`config.mk`:
```
export PLATFORM = sky130hd
export DESIGN_NAME = system_sequencer
export DESIGN_NICKNAME = d
export VERILOG_FILES = /design/src/rtl/conway_pkg.sv /design/src/rtl/cycle_counter.sv /design/src/rtl/system_sequencer.sv
export SDC_FILE = /design/constraint.sdc
export NUM_CORES = 1
export LEC_CHECK = 0
export CORE_ASPECT_RATIO = 0.5
export CORE_MARGIN = 2
export CORE_UTILIZATION = 30
export DETAILED_ROUTE_END_ITERATION = 10
export SYNTH_ARGS = -nofsm -noshare
export SYNTH_HDL_FRONTEND = slang
export SYNTH_SLANG_ARGS = --single-unit
```
`constraint.sdc`:
```
create_clock -name CLK -period 3.15 [get_ports CLK]
set_input_delay 0.63 -clock CLK [delete_from_list [all_inputs] [get_ports CLK]]
set_output_delay 0.63 -clock CLK [all_outputs]
set_load 0.1 [all_outputs]
```
`src/rtl/conway_pkg.sv`:
```
// rtl/conway_pkg.sv - shared types for the conway system sequencer
package conway_pkg;

    typedef enum logic [2:0] {
        ST_IDLE   = 3'd0,
        ST_LOAD   = 3'd1,
        ST_RUN    = 3'd2,
        ST_OUTPUT = 3'd3,
        ST_DRAIN  = 3'd4
    } seq_state_t;

    // States in which one grid bit per cycle moves through the memory port
    function automatic logic is_transfer(input seq_state_t s);
        return (s == ST_LOAD) || (s == ST_OUTPUT);
    endfunction

endpackage

```
`src/rtl/cycle_counter.sv`:
```
// rtl/cycle_counter.sv - loadable up-counter with terminal-count flag
module cycle_counter #(
    parameter int WIDTH = 6
) (
    input  logic             CLK,
    input  logic             RESET,
    input  logic             clear,
    input  logic             load,
    input  logic [WIDTH-1:0] load_value,
    input  logic             enable,
    input  logic [WIDTH-1:0] terminal,
    output logic             tc
);

    logic [WIDTH-1:0] count;

    always_ff @(posedge CLK or posedge RESET) begin
        if (RESET)
            count <= '0;
        else if (clear)
            count <= '0;
        else if (load)
            count <= load_value;
        else if (enable)
            count <= count + WIDTH'(1);
    end

    assign tc = (count == terminal);

endmodule

```
`src/rtl/system_sequencer.sv`:
```
// rtl/system_sequencer.sv - command sequencer for the conway grid memory
module system_sequencer
    import conway_pkg::*;
#(
    parameter int DATA_SIZE = 64,
    parameter int GEN_WIDTH = 16
) (
    input  logic                 CLK,
    input  logic                 RESET,
    input  logic                 CMD_LOAD,
    input  logic                 CMD_RUN,
    input  logic                 CMD_OUTPUT,
    input  logic                 CMD_ABORT,
    input  logic [GEN_WIDTH-1:0] GEN_COUNT,
    output logic                 LOAD_MODE,
    output logic                 RUN_MODE,
    output logic                 OUTPUT_MODE,
    output logic                 SERIAL_VALID,
    output logic                 BUSY,
    output logic                 DONE,
    output logic [GEN_WIDTH-1:0] GENERATION
);

    localparam int BW = (DATA_SIZE > 1) ? $clog2(DATA_SIZE) : 1;
    localparam logic [BW-1:0] BIT_LAST = BW'(DATA_SIZE - 1);

    seq_state_t state, state_next;
    logic [GEN_WIDTH-1:0] run_len;
    logic [GEN_WIDTH-1:0] generation_q;
    logic bit_tc, run_tc;
    logic start, finish, done_next, accept_load, accept_run;
    logic done_q, serial_valid_q;

    always_comb begin
        state_next  = state;
        done_next   = 1'b0;
        accept_load = 1'b0;
        accept_run  = 1'b0;
        case (state)
            ST_IDLE: begin
                if (!CMD_ABORT) begin
                    if (CMD_LOAD) begin
                        state_next  = ST_LOAD;
                        accept_load = 1'b1;
                    end else if (CMD_RUN) begin
                        if (GEN_COUNT != '0) begin
                            state_next = ST_RUN;
                            accept_run = 1'b1;
                        end else begin
                            done_next = 1'b1;
                        end
                    end else if (CMD_OUTPUT) begin
                        state_next = ST_OUTPUT;
                    end
                end
            end
            ST_LOAD: begin
                if (CMD_ABORT) begin
                    state_next = ST_IDLE;
                end else if (bit_tc) begin
                    state_next = ST_IDLE;
                    done_next  = 1'b1;
                end
            end
            ST_RUN: begin
                if (CMD_ABORT) begin
                    state_next = ST_IDLE;
                end else if (run_tc) begin
                    state_next = ST_IDLE;
                    done_next  = 1'b1;
                end
            end
            ST_OUTPUT: begin
                if (CMD_ABORT)
                    state_next = ST_IDLE;
                else if (bit_tc)
                    state_next = ST_DRAIN;
            end
            ST_DRAIN: begin
                state_next = ST_IDLE;
                done_next  = !CMD_ABORT;
            end
            default: state_next = ST_IDLE;
        endcase
    end

    assign start  = (state == ST_IDLE) && (state_next != ST_IDLE);
    assign finish = (state != ST_IDLE) && (state_next == ST_IDLE);

    always_ff @(posedge CLK or posedge RESET) begin
        if (RESET) begin
            state          <= ST_IDLE;
            done_q         <= 1'b0;
            serial_valid_q <= 1'b0;
            run_len        <= '0;
            generation_q   <= '0;
        end else begin
            state          <= state_next;
            done_q         <= done_next;
            // Memory serial output is registered, so valid trails OUTPUT_MODE by one cycle
            serial_valid_q <= (state == ST_OUTPUT) && !CMD_ABORT;
            if (accept_run)
                run_len <= GEN_COUNT;
            else if (finish)
                run_len <= '0;
            if (accept_load)
                generation_q <= '0;
            else if (state == ST_RUN)
                generation_q <= generation_q + GEN_WIDTH'(1);
        end
    end

    cycle_counter #(.WIDTH(BW)) u_bit_counter (
        .CLK        (CLK),
        .RESET      (RESET),
        .clear      (finish),
        .load       (start),
        .load_value ('0),
        .enable     (is_transfer(state)),
        .terminal   (BIT_LAST),
        .tc         (bit_tc)
    );

    cycle_counter #(.WIDTH(GEN_WIDTH)) u_run_counter (
        .CLK        (CLK),
        .RESET      (RESET),
        .clear      (finish),
        .load       (start),
        .load_value ('0),
        .enable     (state == ST_RUN),
        .terminal   (run_len - GEN_WIDTH'(1)),
        .tc         (run_tc)
    );

    assign LOAD_MODE    = (state == ST_LOAD);
    assign RUN_MODE     = (state == ST_RUN);
    assign OUTPUT_MODE  = (state == ST_OUTPUT);
    assign SERIAL_VALID = serial_valid_q;
    assign BUSY         = (state != ST_IDLE);
    assign DONE         = done_q;
    assign GENERATION   = generation_q;

endmodule

```
# [Word-level counts from Yosys, hierarchy flattened]
# Index checks and enable logic that the tools add are counted.
[totals] register_bits=59 elab_cells=70
[classes] n_addsub=4 n_eq_ne=6 muxes=39 n_reduce_logical=14
[op_table] operator="$mux W16" n=7
[op_table] operator="$mux W3" n=11
[op_table] operator="$add A16 B1 Y16 const B" n=2
[op_table] operator="$mux W6" n=3
[op_table] operator="$eq A16 B16 Y1" n=1
[op_table] operator="$mux W1" n=16
[op_table] operator="$reduce_bool A16 Y1" n=1
[op_table] operator="$sub A16 B1 Y16 const B" n=1
[op_table] operator="$pmux W3 S4" n=1
[op_table] operator="$reduce_bool A3 Y1" n=4
[op_table] operator="$add A6 B1 Y6 const B" n=1
[op_table] operator="$eq A3 B2 Y1 const B" n=2
[op_table] operator="$eq A6 B6 Y1 const B" n=1
[op_table] operator="$logic_not A3 Y1" n=2
[op_table] operator="$pmux W1 S4" n=1
[op_table] operator="$reduce_bool A2 Y1" n=2
[op_table] operator="$eq A3 B1 Y1 const B" n=1
[op_table] operator="$eq A3 B3 Y1 const B" n=1
[op_table] operator="$logic_and A1 B1 Y1" n=3
[op_table] operator="$logic_not A1 Y1" n=1
[op_table] operator="$logic_or A1 B1 Y1" n=1

# [Depth between registers and ports, before layout]
[logic_depth] ltp_word=10 depth_mapped=18

# [Hierarchy]
# Synthesis repeated with hierarchy kept, for this count alone.
[unflattened] cells_unflattened=416 hier_area_um2=3955.0
[by_module_without_submodules] module="system_sequencer" instances=1 cells_each=247 area_per_inst_um2=2379.8
[by_module_without_submodules] module="cycle_counter (u_run_counter)" instances=1 cells_each=126 area_per_inst_um2=1184.9
[by_module_without_submodules] module="cycle_counter (u_bit_counter)" instances=1 cells_each=43 area_per_inst_um2=390.4

# [Least setup slack after synthesis]
# No wires, ideal clock.
[synth_path] path_kind="reg2reg" start="register state[2]" end="register u_run_counter.count[14]" setup_time_ns=0.132 arrival_ns=3.686 slack_ns=-0.667 path_stages_with_launch=14 n_path_buf=2 period_less_slack_ns=3.817 cell_sequence="dfrtp_1 -> nor3b_2 -> nand2b_1 -> a31o_1 -> buf_6 -> and3_1 -> ha_1 -> nand2b_1 -> buf_2 -> nand3_1 -> nor2_1 -> nand3_1 -> xor2_1 -> nor2_1"
[synth_lines] element="from (decl)" line="system_sequencer.sv:27" source="seq_state_t state, state_next;"
[synth_lines] element="from (signal assigned)" line="system_sequencer.sv:98" source="state <= state_next;"
[synth_lines] element="$eq A3 B2 Y1 (*)"
[synth_lines] element="via RUN_MODE" line="system_sequencer.sv:16" source="output logic RUN_MODE,"
[synth_lines] element="$pmux W3 S4" line="system_sequencer.sv:39" source="case (state)"
[synth_lines] element="$reduce_bool A3 Y1" line="system_sequencer.sv:87" source="assign start = (state == ST_IDLE) && (state_next != ST_IDLE);"
[synth_lines] element="$logic_and A1 B1 Y1" line="system_sequencer.sv:87"
[synth_lines] element="$mux W16" line="cycle_counter.sv:22" source="else if (load)"
[synth_lines] element="$mux W16" line="cycle_counter.sv:20" source="else if (clear)"
[synth_lines] element="to (signal assigned)" line="cycle_counter.sv:23" source="count <= load_value;"
[synth_lines] element="to (signal assigned)" line="cycle_counter.sv:25" source="count <= count + WIDTH'(1);"
[synth_lines] element="to (decl)" line="cycle_counter.sv:15" source="logic [WIDTH-1:0] count;"
# The timed path passes the listed nets; every way through them passes the cells marked *.
# A chain may end at the register's enable or synchronous reset.

# [Worst setup path after layout]
[layout_path] start="register run_len[0]" end="register u_run_counter.count[9]"
[layout_between] elab_chain_cells=9
[layout_lines] element="from (decl)" line="system_sequencer.sv:28" source="logic [GEN_WIDTH-1:0] run_len;"
[layout_lines] element="from (signal assigned)" line="system_sequencer.sv:95" source="run_len <= '0;"
[layout_lines] element="from (signal assigned)" line="system_sequencer.sv:103" source="run_len <= GEN_COUNT;"
[layout_lines] element="from (signal assigned)" line="system_sequencer.sv:105" source="run_len <= '0;"
[layout_lines] element="$sub A16 B1 Y16 (*)" line="system_sequencer.sv:131" source=".terminal (run_len - GEN_WIDTH'(1)),"
[layout_lines] element="$eq A16 B16 Y1 (*)" line="cycle_counter.sv:28" source="assign tc = (count == terminal);"
[layout_lines] element="$mux W3 (*)" line="system_sequencer.sv:68" source="end else if (run_tc) begin"
[layout_lines] element="$mux W3 (*)" line="system_sequencer.sv:66" source="if (CMD_ABORT) begin"
[layout_lines] element="$pmux W3 S4 (*)" line="system_sequencer.sv:39"
[layout_lines] element="$reduce_bool A3 Y1" line="system_sequencer.sv:87"
[layout_lines] element="$logic_and A1 B1 Y1" line="system_sequencer.sv:87"
[layout_lines] element="$mux W16" line="cycle_counter.sv:22"
[layout_lines] element="$mux W16" line="cycle_counter.sv:20"
# Every way passes the cells marked *; elsewhere a longest branch is shown, timed or not.

==> impl_results.html <==
<table>
<tr><th>Metric</th><th>Value</th></tr>
<tr><th colspan="2">Drt</th></tr>
<tr><td>Count of vias placed by the detailed router</td><td>3035</td></tr>
<tr><td>Routed Wire Length</td><td>9000 um</td></tr>
<tr><td>Via/cell ratio</td><td>4.80</td></tr>
<tr><td>Initial DRC Count</td><td>about 130</td></tr>
<tr><td>Remaining antenna violation count after routing</td><td>0</td></tr>
<tr><td>Avg WL per Cell</td><td>14.2 um</td></tr>
<tr><td>Count of TritonRoute iterations in the first routing pass</td><td>4</td></tr>
<tr><td>Total DRC errors in the routed layout</td><td>0</td></tr>
<tr><th colspan="2">STA</th></tr>
<tr><td>Minimum hold slack</td><td>500 ps</td></tr>
<tr><td>Achievable clock frequency</td><td>a little over 0.3 GHz</td></tr>
<tr><td>Tightest slew margin relative to the limit</td><td>57.2%</td></tr>
<tr><td>Minimum setup slack in the final design</td><td>-129 ps</td></tr>
<tr><td>Final Hold Vio Count</td><td>0</td></tr>
<tr><td>Final worst clock skew</td><td>7.04 ps</td></tr>
<tr><td>Crit share post-route</td><td>104%</td></tr>
<tr><td>Total setup violations reported at the end of the flow</td><td>4</td></tr>
<tr><td>Transition time at the pin with the least slew margin</td><td>between 600 and 700 ps</td></tr>
<tr><td>RSZ-0062 raised after global routing</td><td>yes</td></tr>
<tr><td>Number of pins with negative max-slew slack in the final report</td><td>0</td></tr>
<tr><td>Clock period minus final worst setup slack</td><td>3280 ps</td></tr>
<tr><th colspan="2">Yosys</th></tr>
<tr><td>Top cell type's share of synthesized area</td><td>a little over two fifths</td></tr>
<tr><td>Area of the mapped netlist</td><td>3490 sq um</td></tr>
<tr><td>Number of enable flip-flop cells after synthesis</td><td>0</td></tr>
<tr><td>#FFs+latches synth</td><td>59</td></tr>
<tr><td>Post-synthesis async set-or-reset flop share</td><td>100%</td></tr>
<tr><td>Prevailing post-synth register cell</td><td>sky130_fd_sc_hd__dfrtp_1</td></tr>
<tr><td>Sequential element share of the synthesized area</td><td>a little over two fifths</td></tr>
<tr><td>Most area-consuming cells after synthesis</td><td>sky130_fd_sc_hd__dfrtp_1 42%, sky130_fd_sc_hd__xor2_1 7.0%, sky130_fd_sc_hd__mux2i_1 5.7%, sky130_fd_sc_hd__nor2_1 4.7%, sky130_fd_sc_hd__xnor2_1 3.8%</td></tr>
<tr><td>Synthesized netlist net count</td><td>397</td></tr>
<tr><td>Distinct cell type count of the synthesized netlist</td><td>53</td></tr>
<tr><td>Gate Count Post-Synth</td><td>369</td></tr>
<tr><td>Area leader, netlist</td><td>sky130_fd_sc_hd__dfrtp_1</td></tr>
<tr><td>Avg Synthesized Cell Area</td><td>9.47 sq um</td></tr>
<tr><td>Number of warnings issued by yosys</td><td>0</td></tr>
<tr><th colspan="2">Floorplanning</th></tr>
<tr><td>I/O pin count</td><td>44</td></tr>
<tr><td>Area of the die</td><td>around 13000 sq um</td></tr>
<tr><td>Initial standard-cell utilization of the core</td><td>between 30% and 40%</td></tr>
<tr><td>Cell Rows</td><td>27</td></tr>
<tr><td>Chip height</td><td>80.3 um</td></tr>
<tr><td>Width of the die</td><td>around 160 um</td></tr>
<tr><td>Std-Cell Core Area</td><td>11200 sq um</td></tr>
<tr><th colspan="2">Worst hold path</th></tr>
<tr><td>Worst hold path type</td><td>register to register</td></tr>
<tr><th colspan="2">Status</th></tr>
<tr><td>Run status</td><td>finished with violations</td></tr>
<tr><td>Violations in the final reports</td><td>setup timing</td></tr>
<tr><th colspan="2">Cells and area</th></tr>
<tr><td>Antenna cells</td><td>0</td></tr>
<tr><td>Fin nets</td><td>497</td></tr>
<tr><td>Signed area change from the synthesized netlist to the final layout</td><td>40.3%</td></tr>
<tr><td>Share of post-route cells with drive strength above 1</td><td>31.1%</td></tr>
<tr><th colspan="2">Power</th></tr>
<tr><td>Portion of total power attributed to the clock network</td><td>approximately a fifth</td></tr>
<tr><td>Pwr/cell area</td><td>846 nW/um^2</td></tr>
<tr><td>Switching Share</td><td>42.0%</td></tr>
<tr><td>Internal power</td><td>2.41 mW</td></tr>
<tr><td>Total power</td><td>4.15 mW</td></tr>
<tr><td>Portion of total power attributed to sequential cells</td><td>24.6%</td></tr>
<tr><td>Leak pwr</td><td>~2.3 nW</td></tr>
<tr><td>Reported net switching power</td><td>1.74 mW</td></tr>
<tr><td>Comb power frac</td><td>54.0%</td></tr>
<tr><td>Peak supply drop</td><td>~0.63 mV</td></tr>
<tr><th colspan="2">Clocking</th></tr>
<tr><td>Clock latency on the worst-skew pair</td><td>roughly 330 ps</td></tr>
<tr><td>Htree depth</td><td>3</td></tr>
<tr><td>TritonCTS Sinks</td><td>between 50 and 60</td></tr>
<tr><td>Cts-stage hold buffer count</td><td>0</td></tr>
<tr><td>Worst-path clk slew</td><td>50 ps</td></tr>
<tr><td>Clock tree root buffer cell</td><td>sky130_fd_sc_hd__clkbuf_16</td></tr>
<tr><td>Number of CTS-inserted buffers</td><td>9</td></tr>
<tr><td>Worst-case clock buffer depth</td><td>2</td></tr>
<tr><td>CTS tree</td><td>yes</td></tr>
<tr><th colspan="2">Critical path</th></tr>
<tr><td>Required @ worst endpoint</td><td>3410 ps</td></tr>
<tr><td>Arrival time at the worst endpoint</td><td>3540 ps</td></tr>
<tr><td>Nature of the critical path startpoint</td><td>register</td></tr>
<tr><td>Critical Path End Type</td><td>register</td></tr>
<tr><td>Critical path class</td><td>register to register</td></tr>
<tr><td>Highest fanout seen on the critical path</td><td>4</td></tr>
<tr><th colspan="2">Place</th></tr>
<tr><td>Number of input and output port buffers inserted</td><td>43</td></tr>
<tr><td>Placer Congestion</td><td>roughly 0.82</td></tr>
<tr><td>Post-detailed-placement half-perimeter wirelength</td><td>6520 um</td></tr>
<tr><th colspan="2">Global routing</th></tr>
<tr><td>Remaining global-route overflow</td><td>0</td></tr>
<tr><td>First-pass GRT wire length</td><td>15100 um</td></tr>
<tr><td>Largest net degree at the start of global routing</td><td>31</td></tr>
<tr><td>Via count of the first global-routing pass</td><td>3035</td></tr>
<tr><td>Initial antenna violation count</td><td>0</td></tr>
<tr><td>Total routing resource utilization after global routing</td><td>between 10% and 20%</td></tr>
<tr><th colspan="2">Flow run</th></tr>
<tr><td>Reported max-cap violation count</td><td>0</td></tr>
</table>
cells in the mapped netlist (2+ instances only):
cell	number
sky130_fd_sc_hd__dfrtp_1	59
sky130_fd_sc_hd__nor2_1	44
sky130_fd_sc_hd__nand2_1	29
sky130_fd_sc_hd__xor2_1	28
sky130_fd_sc_hd__nand3_1	21
sky130_fd_sc_hd__mux2i_1	20
sky130_fd_sc_hd__a21oi_1	18
sky130_fd_sc_hd__o21ai_0	17
sky130_fd_sc_hd__xnor2_1	15
sky130_fd_sc_hd__clkbuf_1	10
sky130_fd_sc_hd__inv_1	10
sky130_fd_sc_hd__nand4_1	9
sky130_fd_sc_hd__a21oi_2	8
sky130_fd_sc_hd__and3_1	7
sky130_fd_sc_hd__ha_1	6
sky130_fd_sc_hd__nor4_1	6
sky130_fd_sc_hd__a31oi_1	5
sky130_fd_sc_hd__nand2b_1	5
sky130_fd_sc_hd__nor3_1	5
sky130_fd_sc_hd__or3_1	5
sky130_fd_sc_hd__nor2b_1	4
sky130_fd_sc_hd__a21o_1	2
sky130_fd_sc_hd__and2_1	2
sky130_fd_sc_hd__and4_1	2
sky130_fd_sc_hd__buf_6	2
sky130_fd_sc_hd__nor4_2	2
sky130_fd_sc_hd__or2_2	2
worst max-delay path: stages, from the launching register on:
cell and delay [ps]:
sky130_fd_sc_hd__dfrtp_1 370, sky130_fd_sc_hd__inv_1 70, sky130_fd_sc_hd__ha_1 220, sky130_fd_sc_hd__nor2b_4 140, sky130_fd_sc_hd__buf_4 150, sky130_fd_sc_hd__nor3_2 150
sky130_fd_sc_hd__a21oi_1 70, sky130_fd_sc_hd__a21o_1 180, sky130_fd_sc_hd__nor4_2 270, sky130_fd_sc_hd__buf_4 160, sky130_fd_sc_hd__a31o_4 150, sky130_fd_sc_hd__and3_4 180
sky130_fd_sc_hd__ha_4 210, sky130_fd_sc_hd__nand2b_4 60, sky130_fd_sc_hd__nand4_1 170, sky130_fd_sc_hd__buf_4 200, sky130_fd_sc_hd__or3_4 320, sky130_fd_sc_hd__a21oi_2 130
power by group through the flow:
stage / Sequential, mW / Combinational, mW / Clock [mW]
5_1_grt: 1.04 / 2.45 / 0.951
3_5_place_dp: 1.02 / 2.03 / 0
6_report: 1.02 / 2.24 / 0.887
2_1_floorplan: 1.12 / 1.28 / 0
3_3_place_gp: 1.02 / 2.01 / 0
4_1_cts: 1.02 / 2.11 / 0.905
path summary, 6_finish.rpt:
path	start	end	slack [ps]	cells past startpoint
worst min-delay path	u_bit_counter.count[1]$_DFFE_PP0P_	u_bit_counter.count[1]$_DFFE_PP0P_	500	2
min in group asynchronous	RESET	run_len[15]$_DFFE_PP0P_	700	2
worst min register to register	u_bit_counter.count[1]$_DFFE_PP0P_	u_bit_counter.count[1]$_DFFE_PP0P_	500	2
max in group asynchronous	RESET	run_len[8]$_DFFE_PP0P_	1850	3
worst max register to register	run_len[0]$_DFFE_PP0P_	u_run_counter.count[9]$_DFFE_PP0P_	-130	17
worst max-delay path	run_len[0]$_DFFE_PP0P_	u_run_counter.count[9]$_DFFE_PP0P_	-130	17
logic make-up after synthesis:
logic type | count (synthesis) | synth area share, %
simple gates | 157 | 24.5
compound gates | 60 | 11.1
flops | 59 | 42.2
xor+xnor | 43 | 10.8
buf+inv | 24 | 3.51
mux | 20 | 5.73
fa+ha+maj | 6 | 2.15
state kept, by name (all words and copies together), names as in the netlist:
| register | count |
|---|---|
| GENERATION | 16 |
| state | 3 |
| u_run_counter.count | 16 |
| SERIAL_VALID | 1 |
| run_len | 16 |
| DONE | 1 |
| u_bit_counter.count | 6 |
per-stage QoR:
stage / setup slack (ps) / instances / instance area (sq um) / setup TNS, ps / util (%)
finish: -129 / 632 / 4900 / -274 / 43.9
global route: -320 / 632 / 4900 / -2450 / 43.9
CTS: -150 / 631 / 4800 / -740 / 42.9
detailed placement: -290 / 613 / 4460 / -2470 / 39.9
global placement: -202 / 613 / 4460 / -1870 / 39.9
floorplan: -86.2 / 369 / 3540 / -129 / -
cell usage in the layout (no fill, tap or decap), types with 5 or more instances in the layout:
cell                              netlist  final
sky130_fd_sc_hd__nand3_1               21     19
sky130_fd_sc_hd__nor2_1                44     42
sky130_fd_sc_hd__a21oi_2                8     10
sky130_fd_sc_hd__a21oi_1               18     16
sky130_fd_sc_hd__clkbuf_16              0      9
sky130_fd_sc_hd__buf_4                  0     79
sky130_fd_sc_hd__and3_1                 7      6
sky130_fd_sc_hd__nand4_1                9      9
sky130_fd_sc_hd__xnor2_1               15     15
sky130_fd_sc_hd__nand2_1               29     27
sky130_fd_sc_hd__dfrtp_1               59     59
sky130_fd_sc_hd__mux2i_1               20     20
sky130_fd_sc_hd__o21ai_0               17     10
sky130_fd_sc_hd__clkdlybuf4s50_1        0     21
sky130_fd_sc_hd__xor2_1                28     28
sky130_fd_sc_hd__nor4_1                 6      5
sky130_fd_sc_hd__inv_1                 10      9
repair_timing:
action,CTS,global route
buffers inserted,3,2
resized for setup,12,25
endpoints found under the setup margin,14,22
pin swaps,8,10
routing by layer:
layer	track usage, %	wire length (um)	part of all wire, %
met5	0	0	0
met2	24.7	4220	47
met3	3.78	254	2.8
met1	20.6	4410	49
met4	5.50	107	1.2
area by class of cell:
type | count | area, sq um
timing repair buffer | 103 | 846
multi-input combinational | 286 | 2070
tap | 159 | 199
sequential | 59 | 1480
clock inverter | 4 | 27.5
inverter | 10 | 37.5
clock buffer | 11 | 243
fill | 1093 | 6280
Power figures use the tool's default switching activity.
